$ cat config.mk
export PLATFORM = sky130hd
export DESIGN_NAME = demux1to16_deserializer
export DESIGN_NICKNAME = d
export VERILOG_FILES = /design/src/rtl/demux16_pkg.sv /design/src/rtl/demux1to16_deserializer.sv
export SDC_FILE = /design/constraint.sdc
export NUM_CORES = 1
export LEC_CHECK = 0
export ABC_CLOCK_PERIOD_IN_PS = 2700
export BUFFER_PORTS_ARGS = -buffer_cell sky130_fd_sc_hd__buf_2
export CAP_MARGIN = 40
export CORE_MARGIN = 3
export CORE_UTILIZATION = 46
export CTS_CLUSTER_DIAMETER = 200
export CTS_CLUSTER_SIZE = 25
export DETAILED_ROUTE_END_ITERATION = 12
export PLACE_DENSITY = 0.65
export SYNTH_ARGS = -nofsm -noshare
export SYNTH_HDL_FRONTEND = slang
export SYNTH_SLANG_ARGS = --single-unit
$ cat constraint.sdc
create_clock -name clk -period 2.7 [get_ports clk]
set_input_delay 0.675 -clock clk [delete_from_list [all_inputs] [get_ports clk]]
set_output_delay 0.675 -clock clk [all_outputs]
set_load 0.01 [all_outputs]
$ cat src/rtl/demux16_pkg.sv
// Shared widths and state encoding for the 1-to-16 serial deserializer.
package demux16_pkg;
  localparam int WORD_W = 16;
  localparam int IDX_W  = 4;

  typedef enum logic {S_FILL, S_FULL} state_t;
endpackage

$ cat src/rtl/demux1to16_deserializer.sv
// Rebuilds 16-bit words from a 1-bit valid/ready stream, with one output word
// of buffering plus a second complete word that can be parked in the accumulator.
module demux1to16_deserializer
  import demux16_pkg::*;
#(
  parameter bit LSB_FIRST = 1'b1
) (
  input  logic              clk,
  input  logic              rst,
  input  logic              flush,
  input  logic              in_bit,
  input  logic              in_valid,
  output logic              in_ready,
  output logic [WORD_W-1:0] out_word,
  output logic              out_valid,
  input  logic              out_ready,
  output logic [IDX_W-1:0]  bit_idx
);

  // Handshakes: a beat moves when in_valid && in_ready, a word moves when
  // out_valid && out_ready; in_ready is a pure function of registered state.
  state_t              state;
  logic [WORD_W-1:0]   acc;
  logic [IDX_W-1:0]    cnt;
  logic [IDX_W-1:0]    pos;
  logic [WORD_W-1:0]   wr_en;
  logic [WORD_W-1:0]   acc_merged;
  logic                accept;
  logic                xfer;
  logic                slot_free;
  logic                last_beat;

  assign in_ready   = (state == S_FILL);
  assign bit_idx    = cnt;
  assign accept     = in_valid && in_ready;
  assign xfer       = out_valid && out_ready;
  assign slot_free  = !out_valid || xfer;
  assign last_beat  = accept && (cnt == IDX_W'(WORD_W - 1));
  assign pos        = LSB_FIRST ? cnt : (IDX_W'(WORD_W - 1) - cnt);
  assign acc_merged = in_bit ? (acc | wr_en) : (acc & ~wr_en);

  always_comb begin
    wr_en = '0;
    case (pos)
      4'd0:    wr_en = 16'h0001;
      4'd1:    wr_en = 16'h0002;
      4'd2:    wr_en = 16'h0004;
      4'd3:    wr_en = 16'h0008;
      4'd4:    wr_en = 16'h0010;
      4'd5:    wr_en = 16'h0020;
      4'd6:    wr_en = 16'h0040;
      4'd7:    wr_en = 16'h0080;
      4'd8:    wr_en = 16'h0100;
      4'd9:    wr_en = 16'h0200;
      4'd10:   wr_en = 16'h0400;
      4'd11:   wr_en = 16'h0800;
      4'd12:   wr_en = 16'h1000;
      4'd13:   wr_en = 16'h2000;
      4'd14:   wr_en = 16'h4000;
      4'd15:   wr_en = 16'h8000;
      default: wr_en = '0;
    endcase
  end

  always_ff @(posedge clk or posedge rst) begin
    if (rst) begin
      state     <= S_FILL;
      acc       <= '0;
      cnt       <= '0;
      out_word  <= '0;
      out_valid <= 1'b0;
    end else if (flush) begin
      state     <= S_FILL;
      acc       <= '0;
      cnt       <= '0;
      out_valid <= 1'b0;
    end else begin
      // A load later in this block overrides the clear on the same edge.
      if (xfer) out_valid <= 1'b0;
      case (state)
        S_FILL: begin
          if (accept) begin
            cnt <= cnt + 4'd1;
            if (last_beat) begin
              if (slot_free) begin
                out_word  <= acc_merged;
                out_valid <= 1'b1;
                acc       <= '0;
              end else begin
                acc   <= acc_merged;
                state <= S_FULL;
              end
            end else begin
              acc <= acc_merged;
            end
          end
        end
        S_FULL: begin
          if (xfer) begin
            out_word  <= acc;
            out_valid <= 1'b1;
            acc       <= '0;
            state     <= S_FILL;
          end
        end
        default: state <= S_FILL;
      endcase
    end
  end

endmodule

==> impl_metrics.csv, run 1 <==
group,metric,value,unit
setup_path,start_kind,"flip-flop",
synth,yosysWarnings,0,
placed_design,gp_routability_congestion,0.765,
setup_path,startpoint,"bit_idx[0]$_DFFE_PP0P_",
die,core-area,4820,sq um
synth,yosysSeqAreaShare,40.4,%
synth,synthTopCellsByArea,"dfrtp_1 (40%), mux2_2 (10%), o2111ai_1 (6.0%)",
placed_design,io_buffers,27,
synth,syn_nets,222,
clock_network,cts.clk_slew.worst_paths,0.08,ns
setup_path,worst-path-max-fanout,16,
sta,min_period,2.15,ns
power,power,1.21,mW
detailed_routing,drt_first_iter_violations,98,
worst_hold_path,hold_path.class,"in2async",
finish,mostFrequentLayoutCells,"dfrtp_1 (38), buf_2 (27), mux2_2 (21)",
clock_network,htree_levels,2,
finish,diodes,0,
clock_network,clock-root-buffer,"clkbuf_8",
setup_path,cp_data_required_time,2.88,ns
synth,synth_top_area_share,40.4,%
die,start_util,48.8,%
clock_network,clk_latency,0.30,ns
power,vdd_drop_max,0.000262,V
die,die_x,77.5,microns
clock_network,holdBufCountCts,0,
status,status,"complete, no violations",
sta,whs,0.464,ns
detailed_routing,drc,0,
die,num_rows,25,
run,max_cap_viol_count,0,
sta,min_period_over_period,79.6,%
finish,layout_commonest_cell,"dfrtp_1",
global_routing,grt-ovfl-total,0,
synth,yosysUniqueCellTypes,35,
global_routing,grt_pass1_vias,1871,
setup_path,r2r-start,"bit_idx[0]$_DFFE_PP0P_",
detailed_routing,wl_per_cell,18.3,microns
sta,tightest_slew,0.641,ns
setup_path,crit_path_end_kind,"flip-flop",
global_routing,grt_pass1_wl,9400,microns
clock_network,cts_setup_buffers,0,
clock_network,postCtsResizedCells,0,
global_routing,grt_antenna_before_repair,0,
finish,area_growth,14.2,%
sta,fin_skew,0.00879,ns
clock_network,cts_tree,"done",
clock_network,clock_path_buffers,2,
detailed_routing,drt-pass1-iter-count,5,
finish,drive_gt1_share,35.1,%
detailed_routing,routed_via_density,5.98,
global_routing,grtUsageTotal,19.9,%
detailed_routing,num_vias,1831,
finish,fin_nets,250,
setup_path,critical_path_class,"reg2reg",
sta,finalSetupTns,0,ns
detailed_routing,drt_wl_total,5600,microns
sta,slew_headroom,57.2,%
synth,syn_area_per_cell,11.2,sq um
clock_network,cts_inserted_buffers,5,
global_routing,grt_max_degree,39,
power,cellLeakagePower,1.16,nW
sta,max_freq,0.466,GHz
setup_path,reg2reg_depth,5,
placed_design,dp_hpwl,3530,microns
sta,hold_violations,0,
power,powerDensity,450,nW/um^2
synth,syn-instance-count,210,
synth,syn-cell-area,2350,sq um
sta,rsz0062_at_grt,"false",
die,die_area,6000,sq um
sta,slew_violations,0,
setup_path,critPathArrivalTime,2.33,ns
synth,ys_ff_latch,38,
synth,yosysTopAreaCell,"dfrtp_1",
detailed_routing,drt.antenna.violating_nets,0,
die,num_io_pins,28,
clock_network,cts_sinks,38,
sta,setup_viol,0,
die,fp.dieH,77.5,microns
[final cells by class]
class / count / area [sq um]
Fill cell: 444 / 2130
Multi-Input combinational cell: 138 / 1250
Sequential cell: 38 / 951
Timing Repair Buffer: 40 / 233
Tap cell: 67 / 83.8
Clock buffer: 5 / 68.8
Inverter: 15 / 56.3
Clock inverter: 3 / 40.0
[layer usage]
metal	global-route usage, %	wire (microns)	vias up	share of wire [%]
met5	0	0	-	0
met4	7.30	27	0	0.48
met3	4.29	267	2	4.8
met2	32.2	2760	41	49
met1	26.2	2540	925	45
li1	-	-	863	-
[report_power, final]
group          switching (mW)  internal [mW]
registers              0.0132          0.579
clock network           0.209          0.272
logic                  0.0786         0.0545
total                   0.301          0.906
[final timing paths]
check                                                to  slack [ns]
worst max register to register  out_word[2]$_DFFE_PP0P_        0.55
worst min-delay path                acc[15]$_DFFE_PP0P_        0.46
min in group clk                out_word[6]$_DFFE_PP0P_        0.50
worst max-delay path            out_word[2]$_DFFE_PP0P_        0.55
worst min register to register  out_word[6]$_DFFE_PP0P_        0.50
max in group asynchronous            acc[2]$_DFFE_PP0P_        1.86
[synthesized netlist by cell type (all sizes together)]
library cell	n
clkbuf	14
o221ai	8
nor3b	3
a21oi	3
a221oi	1
or3b	3
a32oi	1
xnor2	1
o21ai	2
o211ai	9
and3	1
a2111oi	1
dfrtp	38
nand2	6
buf	5
nand2b	3
mux2	30
nand4b	11
ha	6
nor4bb	6
mux2i	2
a211oi	1
or3	1
o2111ai	16
nor2b	2
nand3	7
inv	15
nor2	2
nand3b	9
nor4b	3
[metrics by stage]
step | cells | util, % | instance area, sq um | worst slack, ns
2_1_floorplan | 210 | - | 2350 | 0.506
3_3_place_gp | 298 | 53.5 | 2570 | 0.584
3_5_place_dp | 298 | 53.5 | 2570 | 0.549
4_1_cts | 306 | 55.7 | 2680 | 0.553
5_1_grt | 306 | 55.7 | 2680 | 0.445
6_report | 306 | 55.7 | 2680 | 0.552
[critical path, stage by stage, from the launching register on]
cell,delay [ns]
dfrtp_1,0.46
ha_1,0.33
a32oi_1,0.18
a2111oi_4,0.35
buf_4,0.34
mux2_2,0.37
[kinds of logic after synthesis]
kind of cell / after synthesis / share of synthesized area (%)
mux: 32 / 16.7
flops: 38 / 40.4
fa+ha+maj: 6 / 3.19
simple gates: 57 / 17.9
buf+inv: 34 / 6.33
compound gates: 42 / 15.1
xor+xnor: 1 / 0.373
[flip-flops by register name, indices dropped and copies added (netlist names)]
signal,cells
state,1
bit_idx,4
out_valid,1
out_word,16
acc,16
(Power assumes the default switching activity.)
==> run 2: changes to the inputs <==
- ABC_AREA: not set -> 1
- ABC_CLOCK_PERIOD_IN_PS: 2700 -> 1900
- PLACE_DENSITY: 0.65 -> 0.68
- clock period: 2.7 -> 1.9 ns (I/O delays scaled with it)
==> run 2 against run 1 <==
  * Clock-buffer cell count is 2 higher
  * Core utilization is 2.3 points lower
  * Worst setup slack worse by 0.35 ns
  * Power is 28% higher
  * Die area is 1.8% lower
  * Design area is 4.7% lower
  * First-iteration DRC count is 14% higher
==> impl_metrics.csv, run 2 <==
group,metric,value,unit
worst_hold_path,hold_path.class,"in2async",
placed_design,io_buffers,27,
synth,syn_area_per_cell,7.20,sq um
global_routing,grt-ovfl-total,0,
power,power,1.54,mW
synth,ys.flop_type,"dfrtp_1",
sta,tightest_slew,0.494,ns
sta,layout_setup_ws,0.203,ns
clock_network,clock-root-buffer,"clkbuf_8",
detailed_routing,drt_first_iter_violations,112,
power,pwr-share-clk,34.0,%
die,core-area,4790,sq um
status,status,"complete, no violations",
finish,layout_commonest_cell,"nand2_1",
power,powerDensity,603,nW/um^2
synth,yosysWarnings,0,
sta,slew_violations,0,
power,seqPwrFrac,54.5,%
global_routing,grt_max_degree,39,
sta,min_period,1.70,ns
sta,rsz0062_at_grt,"false",
finish,area_growth,11.0,%
finish,fin_util,53.4,%
finish,diodes,0,
clock_network,cts_sinks,38,
clock_network,cts.clk_slew.worst_paths,0.07,ns
setup_path,worstPathCellList,"inv_4 > buf_2",
detailed_routing,routed_via_density,5.02,
synth,yosysTopAreaCell,"dfrtp_1",
clock_network,htree_levels,2,
die,die_area,5900,sq um
clock_network,clock_path_buffers,2,
die,fp.dieH,76.8,microns
setup_path,critical_path_class,"reg2out",
setup_path,slowest_delay,0.51,ns
global_routing,grt_antenna_before_repair,0,
die,num_rows,25,
synth,synthTopCellsByArea,"dfrtp_1 (41%), nand2_1 (22%), nand3_1 (8.9%)",
detailed_routing,wl_per_cell,12.4,microns
placed_design,gp_routability_congestion,0.770,
synth,yosysMostFrequentCell,"nand2_1",
synth,syn-cell-area,2300,sq um
setup_path,critPathSlowestCell,"dfrtp_1",
setup_path,start_kind,"flip-flop",
detailed_routing,drt.antenna.violating_nets,0,
setup_path,crit_path_end_kind,"primary output",
finish,drive_gt1_share,13.9,%
power,combPwrFrac,11.5,%
power,switching_share,26.4,%
synth,async_flop_share,100,%
global_routing,grtUsageTotal,18.4,%
setup_path,r2r_slack,0.24,ns
clock_network,holdBufCountCts,0,
power,p_sw,407,uW
detailed_routing,num_vias,2068,
placed_design,place_ws,0.230,ns
setup_path,reg2reg_depth,7,
clock_network,cts_tree,"done",
synth,syn_nets,332,
sta,setup_viol,0,
synth,synth_edf_count,0,
synth,syn-instance-count,320,
sta,slew_headroom,67.1,%
synth,yosysSeqAreaShare,41.3,%
finish,mostFrequentLayoutCells,"nand2_1 (135), nand3_1 (41), dfrtp_1 (38)",
detailed_routing,drt-pass1-iter-count,4,
setup_path,cp_data_required_time,1.42,ns
placed_design,dp_hpwl,3560,microns
clock_network,clk_latency,0.29,ns
setup_path,critPathArrivalTime,1.22,ns
global_routing,grt_pass1_wl,8740,microns
clock_network,postCtsResizedCells,0,
sta,fin_skew,0.00710,ns
synth,synth_commonest_cells,"nand2_1 (135), nand3_1 (41), dfrtp_1 (38)",
clock_network,cts_setup_buffers,0,
clock_network,cts_inserted_buffers,5,
die,num_io_pins,28,
die,start_util,48.2,%
finish,fin_nets,357,
power,intPower,1.13,mW
run,max_cap_viol_count,0,
sta,hold_violations,0,
sta,finalSetupTns,0,ns
synth,yosysUniqueCellTypes,23,
die,die_x,76.8,microns
synth,ys_ff_latch,38,
setup_path,r2r-start,"bit_idx[1]$_DFFE_PP0P_",
global_routing,grt_pass1_vias,1851,
finish,fillers,476,
synth,synth_top_area_share,41.3,%
sta,max_freq,0.589,GHz
power,cellLeakagePower,1.50,nW
sta,min_period_over_period,89.3,%
detailed_routing,drt_wl_total,5120,microns
power,vdd_drop_max,0.000286,V
placed_design,place_area,2480,sq um
setup_path,timing.rr.end,"out_word[14]$_DFFE_PP0P_",
setup_path,worst-path-max-fanout,18,
finish,final_area,2560,sq um
detailed_routing,drc,0,
-- run 2: cell types whose count changed in the layout (fill, tap and decap cells not counted), sizes merged, moves of 9 or more --
cell     previous run  this run
nand2               6       136
nand3b              9         0
nand4               0        14
nand4b             11         0
o211ai              9         0
mux2               30         0
o2111ai            16         0
inv                15        34
nor2                2        14
o21ai               2        12
nand3               7        42
-- run 2: metal layers --
layer	part of all wire [%]	vias to the layer above	global-route usage [%]
met4	1.4	0	5.98
met3	4.7	6	2.93
met5	0	-	0
met2	47	41	29.6
met1	47	959	25.1
li1	-	1062	-
-- run 2: logic make-up after synthesis --
family                     Yosys count  share of synthesized area [%]
and+or+nand+nor                    207                           40.4
buffers and inverters               50                           9.77
DFF                                 38                           41.3
AOI/OAI and AO/OA                   19                           5.27
adders and majority gates            6                           3.26
-- run 2: final cells by class --
type / count / area (sq um) / area share (%)
clock buffer: 7 / 76.3 / 2.98
timing repair buffer: 34 / 188 / 7.34
multi-input combinational: 232 / 1130 / 44.1
inverter: 34 / 130 / 5.09
sequential: 38 / 951 / 37.2
tap: 67 / 83.8 / 3.28
-- run 2: worst max path at each step --
stage | slack [ns] | endpoint | cells after the start | startpoint
final | 0.20 | in_ready | 2 | state$_DFF_PP0_
after global routing | 0.04 | out_word[11]$_DFFE_PP0P_ | 7 | bit_idx[1]$_DFFE_PP0P_
after CTS | 0.18 | in_ready | 2 | state$_DFF_PP0_
after detailed placement | 0.23 | out_word[6]$_DFFE_PP0P_ | 7 | bit_idx[1]$_DFFE_PP0P_
after global placement | 0.29 | out_word[9]$_DFFE_PP0P_ | 7 | bit_idx[0]$_DFFE_PP0P_
after floorplan | 0.43 | out_word[11]$_DFFE_PP0P_ | 8 | bit_idx[2]$_DFFE_PP0P_
-- run 2: worst max-delay path: cells and delay by family (launching register included) --
kind / cells / cell delay (ns)
buf+inv: 2 / 0.42
flops: 1 / 0.51
-- run 2: power groups by stage --
stage / registers [mW] / logic (mW) / clock network [mW]
2_1_floorplan: 0.855 / 0.129 / 0
3_3_place_gp: 0.856 / 0.176 / 0
3_5_place_dp: 0.856 / 0.179 / 0
4_1_cts: 0.840 / 0.180 / 0.543
5_1_grt: 0.843 / 0.200 / 0.571
6_report: 0.840 / 0.176 / 0.524
-- run 2: stage by stage --
stage               hold slack (ns)  cells
floorplan                     0.465    320
global placement              0.480    405
detailed placement            0.489    405
CTS                           0.311    412
global route                  0.348    412
finish                        0.298    412
